**src/rtl/serial_add_pkg.sv**
```systemverilog
// Shared types and constants for the bit-serial adder.
// Optional signed-overflow output is enabled by defining SERIAL_ADD_OVF_EN.
package serial_add_pkg;

  localparam int SERIAL_ADD_N = 8;

  typedef enum logic [1:0] {
    IDLE = 2'd0,
    RUN  = 2'd1,
    DONE = 2'd2
  } state_t;

endpackage

```
**src/rtl/serial_add_if.sv**
```systemverilog
// Request/result bundle between a producer of operands and serial_add.
// The ovf signal exists only when SERIAL_ADD_OVF_EN is defined.
interface serial_add_if
  import serial_add_pkg::*;
#(
  parameter int N = SERIAL_ADD_N
) ();

  logic         start;
  logic [N-1:0] a;
  logic [N-1:0] b;
  logic         cin;
  logic         busy;
  logic         done;
  logic [N-1:0] sum;
  logic         cout;
`ifdef SERIAL_ADD_OVF_EN
  logic         ovf;
`endif

  modport master (
    output start, a, b, cin,
    input  busy, done, sum, cout
`ifdef SERIAL_ADD_OVF_EN
    , input ovf
`endif
  );

  modport slave (
    input  start, a, b, cin,
    output busy, done, sum, cout
`ifdef SERIAL_ADD_OVF_EN
    , output ovf
`endif
  );

endinterface

```
**src/rtl/serial_add_bit_fa.sv**
```systemverilog
// Combinational one-bit full adder used as the serial adder's bit cell.
module bit_fa (
  input  logic x,
  input  logic y,
  input  logic ci,
  output logic s,
  output logic co
);

  assign s  = x ^ y ^ ci;
  assign co = (x & y) | (ci & (x ^ y));

endmodule

```
**src/rtl/serial_add.sv**
```systemverilog
// Bit-serial N-bit adder: one bit per clock LSB first, result held until the next run.
// Define SERIAL_ADD_OVF_EN to add the registered signed-overflow output.
module serial_add
  import serial_add_pkg::*;
#(
  parameter int N = SERIAL_ADD_N
) (
  input  logic         clk,
  input  logic         rst_n,
  serial_add_if.slave  bus
);

  localparam int CW = $clog2(N);

  state_t         state_reg;
  logic [N-1:0]   sa_reg;
  logic [N-1:0]   sb_reg;
  logic [N-1:0]   res_reg;
  logic [N-1:0]   sum_reg;
  logic [CW-1:0]  cnt_reg;
  logic           carry_reg;
  logic           cout_reg;
  logic           busy_reg;
  logic           done_reg;
  logic           fa_s;
  logic           fa_co;
  logic [N-1:0]   res_next;
`ifdef SERIAL_ADD_OVF_EN
  logic           ovf_reg;
`endif

  bit_fa u_fa (
    .x  (sa_reg[0]),
    .y  (sb_reg[0]),
    .ci (carry_reg),
    .s  (fa_s),
    .co (fa_co)
  );

  // New sum bit enters at the MSB so that after N shifts bit 0 sits at the LSB.
  assign res_next = {fa_s, res_reg[N-1:1]};

  always_ff @(posedge clk or negedge rst_n) begin
    if (!rst_n) begin
      state_reg <= IDLE;
      sa_reg    <= '0;
      sb_reg    <= '0;
      res_reg   <= '0;
      sum_reg   <= '0;
      cnt_reg   <= '0;
      carry_reg <= 1'b0;
      cout_reg  <= 1'b0;
      busy_reg  <= 1'b0;
      done_reg  <= 1'b0;
`ifdef SERIAL_ADD_OVF_EN
      ovf_reg   <= 1'b0;
`endif
    end else begin
      case (state_reg)
        IDLE, DONE: begin
          done_reg <= 1'b0;
          if (bus.start) begin
            sa_reg    <= bus.a;
            sb_reg    <= bus.b;
            carry_reg <= bus.cin;
            cnt_reg   <= '0;
            busy_reg  <= 1'b1;
            state_reg <= RUN;
          end else begin
            state_reg <= IDLE;
          end
        end
        RUN: begin
          res_reg   <= res_next;
          carry_reg <= fa_co;
          sa_reg    <= sa_reg >> 1;
          sb_reg    <= sb_reg >> 1;
          cnt_reg   <= cnt_reg + 1'b1;
          if (cnt_reg == CW'(N - 1)) begin
            // Outputs change only here, so consumers never see partial sums.
            sum_reg   <= res_next;
            cout_reg  <= fa_co;
`ifdef SERIAL_ADD_OVF_EN
            ovf_reg   <= carry_reg ^ fa_co;
`endif
            busy_reg  <= 1'b0;
            done_reg  <= 1'b1;
            state_reg <= DONE;
          end
        end
        default: begin
          busy_reg  <= 1'b0;
          done_reg  <= 1'b0;
          state_reg <= IDLE;
        end
      endcase
    end
  end

  assign bus.busy = busy_reg;
  assign bus.done = done_reg;
  assign bus.sum  = sum_reg;
  assign bus.cout = cout_reg;
`ifdef SERIAL_ADD_OVF_EN
  assign bus.ovf  = ovf_reg;
`endif

endmodule
```
**src/flat_wrapper.sv**
```systemverilog
// flat-port wrapper written by rule: the top's interface ports become plain ports
module serial_add_flat import serial_add_pkg::*;
#(
  parameter int N = SERIAL_ADD_N
)
  (clk, rst_n, bus_start, bus_a, bus_b, bus_cin, bus_busy, bus_done, bus_sum, bus_cout);
  serial_add_if #(.N(N)) bus_i ();
  input  logic clk;
  input  logic rst_n;
  input wire logic [$bits(bus_i.start)-1:0] bus_start;
  input wire logic [$bits(bus_i.a)-1:0] bus_a;
  input wire logic [$bits(bus_i.b)-1:0] bus_b;
  input wire logic [$bits(bus_i.cin)-1:0] bus_cin;
  output wire logic [$bits(bus_i.busy)-1:0] bus_busy;
  output wire logic [$bits(bus_i.done)-1:0] bus_done;
  output wire logic [$bits(bus_i.sum)-1:0] bus_sum;
  output wire logic [$bits(bus_i.cout)-1:0] bus_cout;
  assign bus_i.start = bus_start;
  assign bus_i.a = bus_a;
  assign bus_i.b = bus_b;
  assign bus_i.cin = bus_cin;
  assign bus_busy = bus_i.busy;
  assign bus_done = bus_i.done;
  assign bus_sum = bus_i.sum;
  assign bus_cout = bus_i.cout;
  serial_add #(.N(N)) u_core (.clk(clk), .rst_n(rst_n), .bus(bus_i));
endmodule
```
**config.mk**
```make
export PLATFORM = sky130hd
export DESIGN_NAME = serial_add_flat
export DESIGN_NICKNAME = d
export VERILOG_FILES = /design/src/rtl/serial_add_pkg.sv /design/src/rtl/serial_add_if.sv /design/src/rtl/serial_add_bit_fa.sv /design/src/rtl/serial_add.sv /design/src/flat_wrapper.sv
export SDC_FILE = /design/constraint.sdc
export NUM_CORES = 1
export LEC_CHECK = 0
export ABC_AREA = 1
export ABC_CLOCK_PERIOD_IN_PS = 1600
export BUFFER_PORTS_ARGS = -buffer_cell sky130_fd_sc_hd__clkbuf_2
export CORE_ASPECT_RATIO = 2
export CORE_MARGIN = 3
export CORE_UTILIZATION = 55
export DETAILED_ROUTE_END_ITERATION = 8
export HOLD_SLACK_MARGIN = 0.02
export PLACE_DENSITY = 0.78
export SLEW_MARGIN = 20
export SYNTH_ARGS = -nofsm -noshare
export SYNTH_HDL_FRONTEND = slang
export SYNTH_SLANG_ARGS = --single-unit
```
**constraint.sdc**
```tcl
create_clock -name clk -period 1.6 [get_ports clk]
set_input_delay 0.24 -clock clk [delete_from_list [all_inputs] [get_ports clk]]
set_output_delay 0.24 -clock clk [all_outputs]
set_load 0.02 [all_outputs]
```
* Word-level counts from Yosys, hierarchy flattened
Index checks and enable logic that the tools add are counted.
Word-level totals: bits in registers 41, bits in latches 0, RAM bits 0, ROM bits 0, input bits 20, output and inout port bits 11, memories kept 0
Cells by class: $add $sub $neg 1, $mul 0, divide/modulo/power cells 0, magnitude comparators 0, eq/ne operators 5, shifts and indexed selects 0, muxes and demuxes 16, bitwise logic cells 5, reductions and logical operators 6
Operator list (count):
- case mux 8 bit (2 select lines) | 2
- two-way mux 8 bit | 2
- two-way mux 1 bit | 6
- case mux 3 bit (2 select lines) | 1
- AND reduction 2 bit | 3
- case mux 1 bit (2 select lines) | 2
- case mux 2 bit (2 select lines) | 1
- adder 3 x 1 -> 3 bit, second input constant | 1
- equality test 3 bit, second input constant | 1
- two-way mux 3 bit | 1
- AND 1 bit | 2
- equality test 2 x 1 -> 1 bit, second input constant | 1
- equality test 2 bit, second input constant | 1
- zero test 2 bit | 1
- two-way mux 2 bit | 1
- inequality test 2 x 1 -> 1 bit, second input constant | 1
- inequality test 2 bit, second input constant | 1
- nonzero test 2 bit | 1
- OR reduction 2 bit | 1
- bitwise XOR 1 bit | 2
- OR 1 bit | 1

* Logic depth before layout (Yosys ltp)
Gate-level depths: netlist (run 1).
depth after elaboration 4, depth in mapped cells 8, depth with buffers taken out 6

* Modules after synthesis
Synthesis (run 1) repeated with hierarchy kept, for this count alone.
Unflattened totals: cells, all modules 222, area, all modules 1869.3 um^2
Modules (own cells, without submodules):
- serial_add | instances 1, cells each 221, area an instance 1849.3 um^2, seq. area each 975.9 um^2
- bit_fa | instances 1, cells each 1, area an instance 20.0 um^2, seq. area each 0.0 um^2

* Worst setup path after synthesis (run 1)
OpenSTA, ideal clock, no wires.
kind register to register, start reg u_core.cnt_reg[0], end reg u_core.sum_reg[3] (netlist: u_core.bus.sum[3]), library setup time 0.074 ns, arrival time 1.159 ns, setup slack 0.367 ns, stages on the path, launching flop included 7, clock period less this slack 1.233 ns, cell sequence dfrtp_1 -> ha_1 -> ha_1 -> nand2_4 -> buf_6 -> nand2_1 -> o21ai_2
Between the ends: cells in the longest elaborated chain, start to end 2
RTL lines:
- start, declared | line serial_add.sv:20 | logic [CW-1:0] cnt_reg;
- start signal, assigned | line serial_add.sv:78 | cnt_reg <= cnt_reg + 1'b1;
- equality test 3 bit | line serial_add.sv:79 | if (cnt_reg == CW'(N - 1)) begin
- AND reduction 2 bit (no source line)
- end signal, assigned | line serial_add.sv:81 | sum_reg <= res_next;
- end, declared | line serial_add.sv:19 | logic [N-1:0] sum_reg;
No other way between the ends. A chain may end at the register's enable or synchronous reset.

* Worst setup path in the final report (run 1)
start reg u_core.cnt_reg[0], end reg u_core.sum_reg[0] (netlist: u_core.bus.sum[0])
The elaborated chain is that of the path after synthesis.

==> results.txt, run 1 <==
----------------------------------------------------
[Global route]
  Number of global-route vias before repair ... 1357
  All-Layer GR Usage ... between 10% and 20%
  Antenna violations before repair ... 0
  Global-route wire length before repair ... 5.84 mm
  Leftover overflow at the end of global routing ... 0
  Maximum number of pins on one net before global-route repair ... 40

[Layout]
  Relative area change from synthesis to final layout ... 13.3%
  Antenna Diode Count ... 0
  Number of fill cells ... 283
  Final net count ... 278
  Area taken by flip-flops and latches ... 976 um^2
  Area of combinational cells with multiple inputs ... 654 um^2
  Finished Core Util ... 65.6%
  Share of cells above drive strength 1 ... a little over a fifth

[CTS]
  H-tree lvl count ... 2
  Total number of clock tree sinks ... 39
  Resized Gates After CTS ... 0
  Clock latency on the worst-skew pair ... between 200 and 300 ps
  Clock Tree Buf Depth ... 2
  Clock tree from TritonCTS ... yes
  Clk pin slew, worst setup/hold paths ... 80 ps
  Clock root buffer ... sky130_fd_sc_hd__clkbuf_8
  Number of buffers inserted to repair setup after CTS ... 0
  TritonCTS buffer count ... 5

[Logic synthesis]
  Warnings from Yosys ... 0
  Syn Nets ... roughly 250
  Synth area leader ... sky130_fd_sc_hd__dfrtp_1
  Fraction of registers with async set/reset ... 100%
  Portion of the post-synthesis area used by sequential elements ... 52.2%
  Number of flops mapped to enable cells by yosys ... 0
  Share of the synthesized area in the top cell type ... 52.2%
  Synth Instances ... 222
  Distinct cell type count of the synthesized netlist ... 19
  Flip-flop cell with the highest count after synthesis ... sky130_fd_sc_hd__dfrtp_1
  Leading post-synthesis cells by cell area ... sky130_fd_sc_hd__dfrtp_1 52%, sky130_fd_sc_hd__nand2_1 15%, sky130_fd_sc_hd__nand3_1 8.0%, sky130_fd_sc_hd__inv_1 7.8%, sky130_fd_sc_hd__o21ai_2 3.7%
  Summed instance area of the synthesized netlist ... 1870 um^2
  #FFs+latches synth ... 39
  Avg Synthesized Cell Area ... approximately 8.4 um^2

[Drt]
  Drt drc ... 0
  Wire length on met3 ... between 90 and 100 um
  Vias ... 1428
  Wire length the detailed router placed on met1 ... 1.45 mm
  Max Used Layer ... met4
  First DRT Iteration DRCs ... 37
  Detail-routed via count per cell ... 4.98
  Detailed-route wire length per cell ... about 12 um
  First-pass iteration count of the detailed router ... 4
  Remaining antenna violation count after routing ... 0
  Routed length on met2 ... 1.88 mm
  Total wirelength of the detailed-routed design ... 3.48 mm

[Placement]
  Routability cong. ... 0.766
  Number of port buffers ... 30
  HPWL after detailed placement ... 2.47 mm
  Worst slack after detailed placement ... around 250 ps

[Setup path]
  Internal reg-to-reg setup slack ... about 260 ps
  Critical path data arrival time ... 1530 ps
  Worst Path Class, Setup ... flip-flop to flip-flop
  Worst reg2reg path startpoint ... u_core.cnt_reg[0]
  Kind of launch point of the worst setup path ... flip-flop
  Worst Setup SP ... u_core.cnt_reg[0]
  Capture instance of the worst register-to-register path ... u_core.bus.sum[0]
  Worst reg2reg path depth ... 6
  Element type at the critical path end ... flip-flop
  Maximum fanout along the worst path ... 18
  Critical Path RT ... 1790 ps

[Pwr]
  Worst voltage drop across the vdd grid ... 0.00147 V
  Total power per unit cell area ... 2070 nW/um^2
  Leakage Power ... 1.22 nW
  Post-route total power ... 4.38 mW

[Floorplan]
  Top Ports ... 31
  Effective utilization at floorplan ... 57.9%
  Y dimension of the die ... roughly 88 um
  Total core area ... 3230 um^2
  X dimension of the die ... 47.2 um
  Die Area ... ~4200 um^2
  Number of rows in the core area ... 29

[STA]
  Setup repair after global routing missed its margin ... false
  Share of the clock period used by the worst path after layout ... 83.7%
  Post-layout worst setup margin ... 261 ps
  TNS Setup ... 0 ps
  Headroom to the max-slew limit ... between 60% and 70%
  Final worst path period need ... 1340 ps
  Worst Max-Slew Pin Slew ... between 400 and 500 ps
  Fmax ... 747 MHz
  Count of final max-slew check failures ... 0
  Number of endpoints failing setup at the final stage ... 0
  Post-route clock skew ... between 10 and 15 ps
  Final hold violation count ... 0

[Flow run]
  Total of max-cap violations ... 0

[Hold path]
  Start point of the worst hold path ... bus_b[7]
  Endpoint, Worst Hold ... u_core.sb_reg[7]
  Hold Path Cell Cnt ... 3
  Min-delay worst type ... primary input to flip-flop

[Status]
  Outcome ... completed

----------------------------------------------------
-- how the worst max path moves through the flow --
stage	to	slack (ps)	depth (start not counted)
floorplan	u_core.bus.sum[3]	370	6
detailed placement	u_core.bus.sum[0]	250	6
global placement	u_core.bus.sum[0]	310	6
finish	u_core.bus.sum[0]	260	6
CTS	u_core.bus.sum[0]	250	6
global route	u_core.bus.sum[0]	180	6
-- report_power, final --
part	internal (mW)	switching [mW]	total, mW
clock network	0.306	0.330	0.636
logic	0.738	1.28	2.01
registers	1.45	0.282	1.74
-- timing repair --
item	4_1_cts	5_1_grt
hold buffers	1	0
endpoints found under the hold margin	37	0
endpoints found under the setup margin	0	0
-- layout by cell type, fill, tap and decap left out, types with 3 or more instances in the layout --
cell type | synthesis | final
sky130_fd_sc_hd__inv_1 | 39 | 39
sky130_fd_sc_hd__nand3_1 | 30 | 30
sky130_fd_sc_hd__nand2_1 | 73 | 73
sky130_fd_sc_hd__buf_4 | 0 | 3
sky130_fd_sc_hd__o21ai_0 | 11 | 11
sky130_fd_sc_hd__o21ai_2 | 8 | 8
sky130_fd_sc_hd__clkbuf_8 | 0 | 5
sky130_fd_sc_hd__dfrtp_1 | 39 | 39
sky130_fd_sc_hd__clkbuf_2 | 0 | 30
sky130_fd_sc_hd__nand2_4 | 3 | 3
-- synthesized netlist by cell type (2+ instances only) --
| cell type | number |
|---|---|
| sky130_fd_sc_hd__nand2_4 | 3 |
| sky130_fd_sc_hd__buf_6 | 3 |
| sky130_fd_sc_hd__inv_1 | 39 |
| sky130_fd_sc_hd__nand3_1 | 30 |
| sky130_fd_sc_hd__o21ai_2 | 8 |
| sky130_fd_sc_hd__dfrtp_1 | 39 |
| sky130_fd_sc_hd__o21ai_0 | 11 |
| sky130_fd_sc_hd__buf_2 | 5 |
| sky130_fd_sc_hd__nand2_1 | 73 |
| sky130_fd_sc_hd__ha_1 | 2 |
-- kinds of logic after synthesis --
family | synth area share (%)
and+or+nand+nor | 25.6
buffers and inverters | 12.8
DFF | 52.2
AOI/OAI and AO/OA | 6.96
adders and majority gates | 2.41
-- per-layer routing --
layer  GRT usage, %  vias to the layer above
li1               -                      736
met1           22.4                      667
met2           32.8                       18
met3           5.50                        7
met4           7.56                        0
met5              0                        -
-- critical path: stages (launching register included) --
cell and delay, ps:
sky130_fd_sc_hd__dfrtp_1 400, sky130_fd_sc_hd__ha_1 210, sky130_fd_sc_hd__ha_1 230, sky130_fd_sc_hd__nand2_4 220
sky130_fd_sc_hd__inv_1 80, sky130_fd_sc_hd__nand2_1 60, sky130_fd_sc_hd__nand2_1 40
-- cell type report --
| type | instances | area share [%] |
|---|---|---|
| Sequential cell | 39 | 46.1 |
| Clock inverter | 1 | 0.236 |
| Timing Repair Buffer | 35 | 9.57 |
| Multi-Input combinational cell | 132 | 30.9 |
| Tap cell | 31 | 1.83 |
| Inverter | 42 | 7.80 |
| Clock buffer | 7 | 3.60 |
-- per-stage QoR --
| stage | hold slack (ps) | instance area (um^2) | std cells |
|---|---|---|---|
| final | 174 | 2120 | 287 |
| after global routing | 184 | 2120 | 287 |
| after CTS | 166 | 2120 | 287 |
| after detailed placement | 325 | 2030 | 278 |
| after global placement | 322 | 2030 | 278 |
| after floorplan | -55.6 | 1870 | 222 |
No activity file was read; power rests on OpenSTA's default activity.
==> run 2, diff against run 1 <==
--- a/config.mk
+++ b/config.mk
@@ -5,15 +5,15 @@
 export SDC_FILE = /design/constraint.sdc
 export NUM_CORES = 1
 export LEC_CHECK = 0
-export ABC_AREA = 1
-export ABC_CLOCK_PERIOD_IN_PS = 1600
+export ABC_AREA = 0
+export ABC_CLOCK_PERIOD_IN_PS = 1200
 export BUFFER_PORTS_ARGS = -buffer_cell sky130_fd_sc_hd__clkbuf_2
 export CORE_ASPECT_RATIO = 2
 export CORE_MARGIN = 3
-export CORE_UTILIZATION = 55
+export CORE_UTILIZATION = 50
 export DETAILED_ROUTE_END_ITERATION = 8
 export HOLD_SLACK_MARGIN = 0.02
-export PLACE_DENSITY = 0.78
+export PLACE_DENSITY = 0.75
 export SLEW_MARGIN = 20
 export SYNTH_ARGS = -nofsm -noshare
 export SYNTH_HDL_FRONTEND = slang
==> constraint.sdc (replaced) <==
create_clock -name clk -period 1.2 [get_ports clk]
set_input_delay 0.18 -clock clk [delete_from_list [all_inputs] [get_ports clk]]
set_output_delay 0.18 -clock clk [all_outputs]
set_load 0.02 [all_outputs]
==> run 2 against run 1 <==
Compared with the run above:
- the run now ends with negative setup slack left
- via count fell by 7.5%
- sequential power grew 40%
- critical path depth shrank 2
- non-clock buffer count up 14
- clock-buffer cell count down 1
- sequential share of layout area fell by 6.1 points
- flip-flop and latch count is the same
- maximum frequency up 1.0%
- first-iteration DRC count down 57%
- cell count shrank 15%
==> results.txt, run 2 <==
----------------------------------------------------
[Setup path]
  Maximum fanout along the worst path ... 2
  Internal reg-to-reg setup slack ... -130 ps
  Capture instance of the worst register-to-register path ... u_core.cnt_reg[2]
  Critical path data arrival time ... 1500 ps
  Worst reg2reg path startpoint ... u_core.cnt_reg[1]
  Kind of launch point of the worst setup path ... flip-flop
  Crit path to ... u_core.cnt_reg[2]
  Element type at the critical path end ... flip-flop
  Worst Path Class, Setup ... flip-flop to flip-flop
  Worst Setup SP ... u_core.cnt_reg[1]
  Critical Path RT ... about 1400 ps
  Worst reg2reg path depth ... 4

[Status]
  Outcome ... finished, violations left
  Violated checks ... negative setup slack

[Logic synthesis]
  Syn Nets ... 171
  Leading post-synthesis cells by cell area ... sky130_fd_sc_hd__dfrtp_1 52%, sky130_fd_sc_hd__mux2i_1 8.6%, sky130_fd_sc_hd__mux2_4 7.2%, sky130_fd_sc_hd__a211oi_1 5.6%, sky130_fd_sc_hd__mux2_1 5.4%
  Flip-flop cell with the highest count after synthesis ... sky130_fd_sc_hd__dfrtp_1
  Warnings from Yosys ... 0
  Synth Instances ... roughly 150
  Avg Synthesized Cell Area ... 12.7 um^2
  Distinct cell type count of the synthesized netlist ... 26
  Share of the synthesized area in the top cell type ... 52.1%
  Synth area leader ... sky130_fd_sc_hd__dfrtp_1
  Summed instance area of the synthesized netlist ... 1870 um^2
  #FFs+latches synth ... 39
  Fraction of registers with async set/reset ... 100%
  Number of flops mapped to enable cells by yosys ... 0
  Most instantiated library cell after synthesis ... sky130_fd_sc_hd__dfrtp_1
  Commonest cells post-synth ... 39 x sky130_fd_sc_hd__dfrtp_1, 16 x sky130_fd_sc_hd__mux2i_1, 15 x sky130_fd_sc_hd__nor2b_1
  Portion of the post-synthesis area used by sequential elements ... 52.1%

[Drt]
  Drt drc ... 0
  First DRT Iteration DRCs ... 16
  Detailed-route wire length per cell ... 15.5 um
  Remaining antenna violation count after routing ... 0
  First-pass iteration count of the detailed router ... 4
  Detail-routed via count per cell ... between 5 and 6
  Vias ... approximately 1300
  Total wirelength of the detailed-routed design ... 3.78 mm

[CTS]
  Clock Tree Buf Depth ... 2
  Clk pin slew, worst setup/hold paths ... 80 ps
  Clock tree from TritonCTS ... yes
  Clock latency on the worst-skew pair ... 290 ps
  TritonCTS buffer count ... 5
  H-tree lvl count ... 2
  Total number of clock tree sinks ... 39
  Clock root buffer ... sky130_fd_sc_hd__clkbuf_8

[Floorplan]
  Effective utilization at floorplan ... 53.7%
  Total core area ... 3490 um^2
  Y dimension of the die ... ~90 um
  X dimension of the die ... 49.3 um
  Die Area ... 4560 um^2
  Top Ports ... 31
  Number of rows in the core area ... 30

[STA]
  Post-route clock skew ... 7.04 ps
  Worst Max-Slew Pin Slew ... 379 ps
  Final worst path period need ... 1330 ps
  Post-layout worst setup margin ... -125 ps
  Fmax ... 754 MHz
  Headroom to the max-slew limit ... 74.7%
  Worst-case hold slack ... 160 ps
  Count of final max-slew check failures ... 0
  Setup repair after global routing missed its margin ... true
  Final hold violation count ... 0
  Share of the clock period used by the worst path after layout ... 110%
  Number of endpoints failing setup at the final stage ... 12

[Flow run]
  Total of max-cap violations ... 0

[Placement]
  Routability cong. ... 0.737
  Number of port buffers ... 30
  Cell total after placement ... around 230
  HPWL after detailed placement ... 2.61 mm

[Hold path]
  Min-delay worst type ... primary input to flip-flop
  Start point of the worst hold path ... bus_b[1]

[Pwr]
  Leakage Power ... 1.11 nW
  Worst voltage drop across the vdd grid ... about 0.0017 V
  Total power per unit cell area ... 2590 nW/um^2

[Layout]
  Commonest non-fill, non-tap cell in the layout ... sky130_fd_sc_hd__dfrtp_1
  Top library cells by usage in the layout, fill and taps aside ... 38 x sky130_fd_sc_hd__dfrtp_1, 29 x sky130_fd_sc_hd__clkbuf_2, 18 x sky130_fd_sc_hd__mux2_4
  Antenna Diode Count ... 0
  Fin cells ... 244
  Relative area change from synthesis to final layout ... 30.5%
  Area taken by flip-flops and latches ... 977 um^2
  Number of fill cells ... 245
  Area of combinational cells with multiple inputs ... between 900 and 1000 um^2
  Share of cells above drive strength 1 ... 44.4%
  Final net count ... about 220

[Global route]
  All-Layer GR Usage ... 18.3%
  Number of global-route vias before repair ... 1322
  Leftover overflow at the end of global routing ... 0
  Maximum number of pins on one net before global-route repair ... 33
  Antenna violations before repair ... 0
  Global-route wire length before repair ... between 6 and 7 mm

----------------------------------------------------
[run 2: changes by cell type in the layout (fill, tap and decap cells not counted), moves of 13 or more]
cell / previous run / this run
sky130_fd_sc_hd__mux2_4: 0 / 18
sky130_fd_sc_hd__mux2i_1: 0 / 15
sky130_fd_sc_hd__nand2_1: 73 / 1
sky130_fd_sc_hd__inv_1: 39 / 0
sky130_fd_sc_hd__nand3_1: 30 / 2
sky130_fd_sc_hd__a211oi_1: 0 / 13
sky130_fd_sc_hd__nor2b_1: 0 / 14
sky130_fd_sc_hd__a21oi_1: 1 / 14
[run 2: logic make-up (layout without fill, tap and decap cells)]
group	after synthesis	count (layout)	share of synthesized area, %
mux	34	34	21.2
flops	39	39	52.1
compound gates	36	36	12.5
buf+inv	11	58	3.54
fa+ha+maj	3	3	2.40
xor+xnor	1	1	0.468
simple gates	24	25	7.82
[run 2: through the flow]
step	instance area, um^2	util (%)	setup slack (ps)	setup TNS (ps)	total power, mW
final	2440	70.0	-125	-1100	6.33
after global routing	2440	70.0	-169	-1530	6.77
after CTS	2380	68.2	-127	-1160	6.14
after detailed placement	2230	63.9	-128	-1350	5.11
after global placement	2230	63.9	-97.2	-794	4.92
after floorplan	1910	-	-108	-782	4.21
[run 2: final cells by class]
type	instances	area share [%]
clock inverter	2	0.512
inverter	1	0.154
tap	48	2.46
multi-input combinational	99	39.2
clock buffer	6	2.97
timing repair buffer	49	14.7
sequential	39	40.0
[run 2: report_power, final]
group	switching (mW)	internal (mW)	total, mW	leakage (nW)
combinational	1.30	1.74	3.03	0.607
sequential	0.482	1.95	2.43	0.465
clock	0.459	0.406	0.865	0.0412
[run 2: how the worst min path moves through the flow]
stage,endpoint,slack (ps),cells after the start
2_1_floorplan,u_core.bus.busy,-120,0
3_3_place_gp,u_core.cnt_reg[2],110,1
3_5_place_dp,u_core.cnt_reg[2],120,1
4_1_cts,u_core.sa_reg[6],160,2
5_1_grt,u_core.sa_reg[6],170,2
6_report,u_core.sb_reg[1],160,3
[run 2: layer usage]
| metal | wire length (um) | track usage (%) |
|---|---|---|
| met1 | 1600 | 21.8 |
| met2 | 1980 | 31.7 |
| met3 | 156 | 4.35 |
| met4 | 43 | 5.70 |
| met5 | 0 | 0 |
[run 2: critical path: stages (launching register included)]
cell                      delay [ps]
sky130_fd_sc_hd__dfrtp_1         410
sky130_fd_sc_hd__ha_4            180
sky130_fd_sc_hd__ha_4            200
sky130_fd_sc_hd__mux2_4          260
sky130_fd_sc_hd__a22o_1          170
[run 2: repair_timing]
item	in CTS	in global routing
pin swaps	4	4
hold buffers	1	0
setup buffers	1	0
cloned	1	0
setup endpoints to repair	19	33
gates resized for setup	7	19
endpoints found under the hold margin	13	0
==> run 3, diff against run 2 <==
--- a/config.mk
+++ b/config.mk
@@ -14,6 +14,7 @@
 export DETAILED_ROUTE_END_ITERATION = 8
 export HOLD_SLACK_MARGIN = 0.02
 export PLACE_DENSITY = 0.75
+export SETUP_SLACK_MARGIN = 0.05
 export SLEW_MARGIN = 20
 export SYNTH_ARGS = -nofsm -noshare
 export SYNTH_HDL_FRONTEND = slang
==> run 3 against run 2 <==
Compared with the run above:
- the flow still finishes with violations (negative setup slack)
- setup slack got worse by 10 ps
- non-clock buffer count increased by 7
- clock power decreased by 7.3%
- die area unchanged
- highest routed layer unchanged
- sequential share of layout area decreased by 1.1 points
- critical path type unchanged
==> results.txt, run 3 (same netlist as run 2, synthesis figures left out) <==
----------------------------------------------------
[Setup path]
  Most frequent cell on the critical path ... sky130_fd_sc_hd__ha_4
  Maximum fanout along the worst path ... 2
  Element type at the critical path end ... flip-flop
  Kind of launch point of the worst setup path ... flip-flop
  Count of buffering cells on the critical path with inverters included ... 0
  Critical path's top delay family ... flip-flops
  Critical path data arrival time ... ~1500 ps
  Worst Path Class, Setup ... flip-flop to flip-flop
  Critical Path, Cell by Cell ... ha_4, ha_4, mux2_4, a22o_1
  Delay contributed by the slowest stage of the critical path ... 420 ps
  Worst-path cell with the longest stage delay ... sky130_fd_sc_hd__dfrtp_1
  Critical Path RT ... 1370 ps
  Worst reg2reg path startpoint ... u_core.cnt_reg[0]
  Worst Setup SP ... u_core.cnt_reg[0]

[Placement]
  Routability cong. ... 0.751
  Number of port buffers ... 30
  HPWL after detailed placement ... about 2.8 mm
  Cell total after placement ... 237

[Drt]
  Detail-routed via count per cell ... 5.30
  Detailed-route wire length per cell ... 15.6 um
  First-pass iteration count of the detailed router ... 5
  First DRT Iteration DRCs ... 10
  Total wirelength of the detailed-routed design ... 3.90 mm
  Remaining antenna violation count after routing ... 0
  Vias ... 1325
  Drt drc ... 0

[Layout]
  Area of combinational cells with multiple inputs ... just under 1000 um^2
  Area taken by flip-flops and latches ... 977 um^2
  Commonest non-fill, non-tap cell in the layout ... sky130_fd_sc_hd__dfrtp_1
  Share of cells above drive strength 1 ... ~47%
  Antenna Diode Count ... 0
  Relative area change from synthesis to final layout ... 34.1%
  Top library cells by usage in the layout, fill and taps aside ... 38 x sky130_fd_sc_hd__dfrtp_1, 29 x sky130_fd_sc_hd__clkbuf_2, 18 x sky130_fd_sc_hd__mux2_4
  Fin cells ... 250
  Number of fill cells ... 240
  Final net count ... 225

[Floorplan]
  X dimension of the die ... 49.3 um
  Total core area ... between 3000 and 4000 um^2
  Top Ports ... 31
  Number of rows in the core area ... 30
  Y dimension of the die ... 92.6 um
  Die Area ... 4560 um^2
  Effective utilization at floorplan ... 53.7%

[Global route]
  Number of global-route vias before repair ... 1470
  All-Layer GR Usage ... 19.2%
  Maximum number of pins on one net before global-route repair ... 33
  Leftover overflow at the end of global routing ... 0
  Global-route wire length before repair ... 6.77 mm
  Antenna violations before repair ... 0

[Status]
  Violated checks ... negative setup slack
  Outcome ... finished, violations left

[CTS]
  Clock Tree Buf Depth ... 2
  Clock latency on the worst-skew pair ... 280 ps
  Clock tree from TritonCTS ... yes
  Total number of clock tree sinks ... 39
  Clk pin slew, worst setup/hold paths ... ~70 ps
  TritonCTS buffer count ... 5
  H-tree lvl count ... 2
  Clock root buffer ... sky130_fd_sc_hd__clkbuf_8

[STA]
  Post-route clock skew ... ~6.0 ps
  Worst-case hold slack ... 178 ps
  Setup repair after global routing missed its margin ... true
  Fmax ... 749 MHz
  Share of the clock period used by the worst path after layout ... 111%
  Number of endpoints failing setup at the final stage ... 18
  Final worst path period need ... 1340 ps
  Worst Max-Slew Pin Slew ... around 370 ps
  Final hold violation count ... 0
  Post-layout worst setup margin ... -136 ps
  Count of final max-slew check failures ... 0
  Headroom to the max-slew limit ... 75.0%

[Hold path]
  Start point of the worst hold path ... bus_a[6]
  Min-delay worst type ... primary input to flip-flop

[Pwr]
  Leakage Power ... 1.15 nW
  Worst voltage drop across the vdd grid ... 0.00168 V
  Total power per unit cell area ... between 2000 and 3000 nW/um^2

[Flow run]
  Total of max-cap violations ... 0

----------------------------------------------------
[run 3: cell types whose count changed in the layout (fill, tap and decap cells not counted), sizes merged]
cell      before  now
buf           19   25
clkbuf        35   37
clkinv         1    0
clkinvlp       1    0
[run 3: worst paths after layout]
path / cells past startpoint / slack, ps / end
max: 4 / -140 / u_core.cnt_reg[2]
min: 2 / 180 / u_core.sa_reg[6]
max reg2reg: 4 / -140 / u_core.cnt_reg[2]
min reg2reg: 1 / 520 / u_core.bus.cout
max in group asynchronous: 3 / 410 / u_core.sb_reg[6]
min in group asynchronous: 2 / 350 / u_core.bus.sum[0]
[run 3: metal layers]
metal | track usage (%) | vias to the layer above | share of wire, %
li1 | - | 637 | -
met1 | 22.4 | 651 | 40
met2 | 33.6 | 32 | 56
met3 | 4.35 | 5 | 3.1
met4 | 6.89 | 0 | 1.2
met5 | 0 | - | 0
[run 3: power breakdown]
group          internal, mW  switching, mW  total [mW]
Clock                 0.400          0.402       0.802
Sequential             1.95          0.476        2.43
Combinational          1.89           1.34        3.22
[run 3: repair_timing]
item,CTS,global route
setup endpoints to repair,29,36
pin swaps,3,5
hold endpoints to repair,10,0
gates resized for setup,8,14
setup buffers,2,3
hold buffers,1,0
cloned,1,0
[run 3: per-stage QoR]
stage          util [%]  setup TNS, ps  total power, mW  setup slack, ps  area, um^2
2_1_floorplan         -           -902             4.38             -108        1940
3_3_place_gp       65.3           -931             5.13            -96.5        2280
3_5_place_dp       65.3          -1350             5.34             -134        2280
4_1_cts            69.5          -1800             6.31             -133        2430
5_1_grt            71.9          -2470             6.92             -174        2510
6_report           71.9          -1640             6.45             -136        2510
[run 3: layout make-up]
class	instances	share of cell area, %
Multi-Input combinational cell	99	38.8
Clock buffer	7	3.04
Sequential cell	39	38.9
Inverter	1	0.149
Timing Repair Buffer	56	16.7
Tap cell	48	2.39
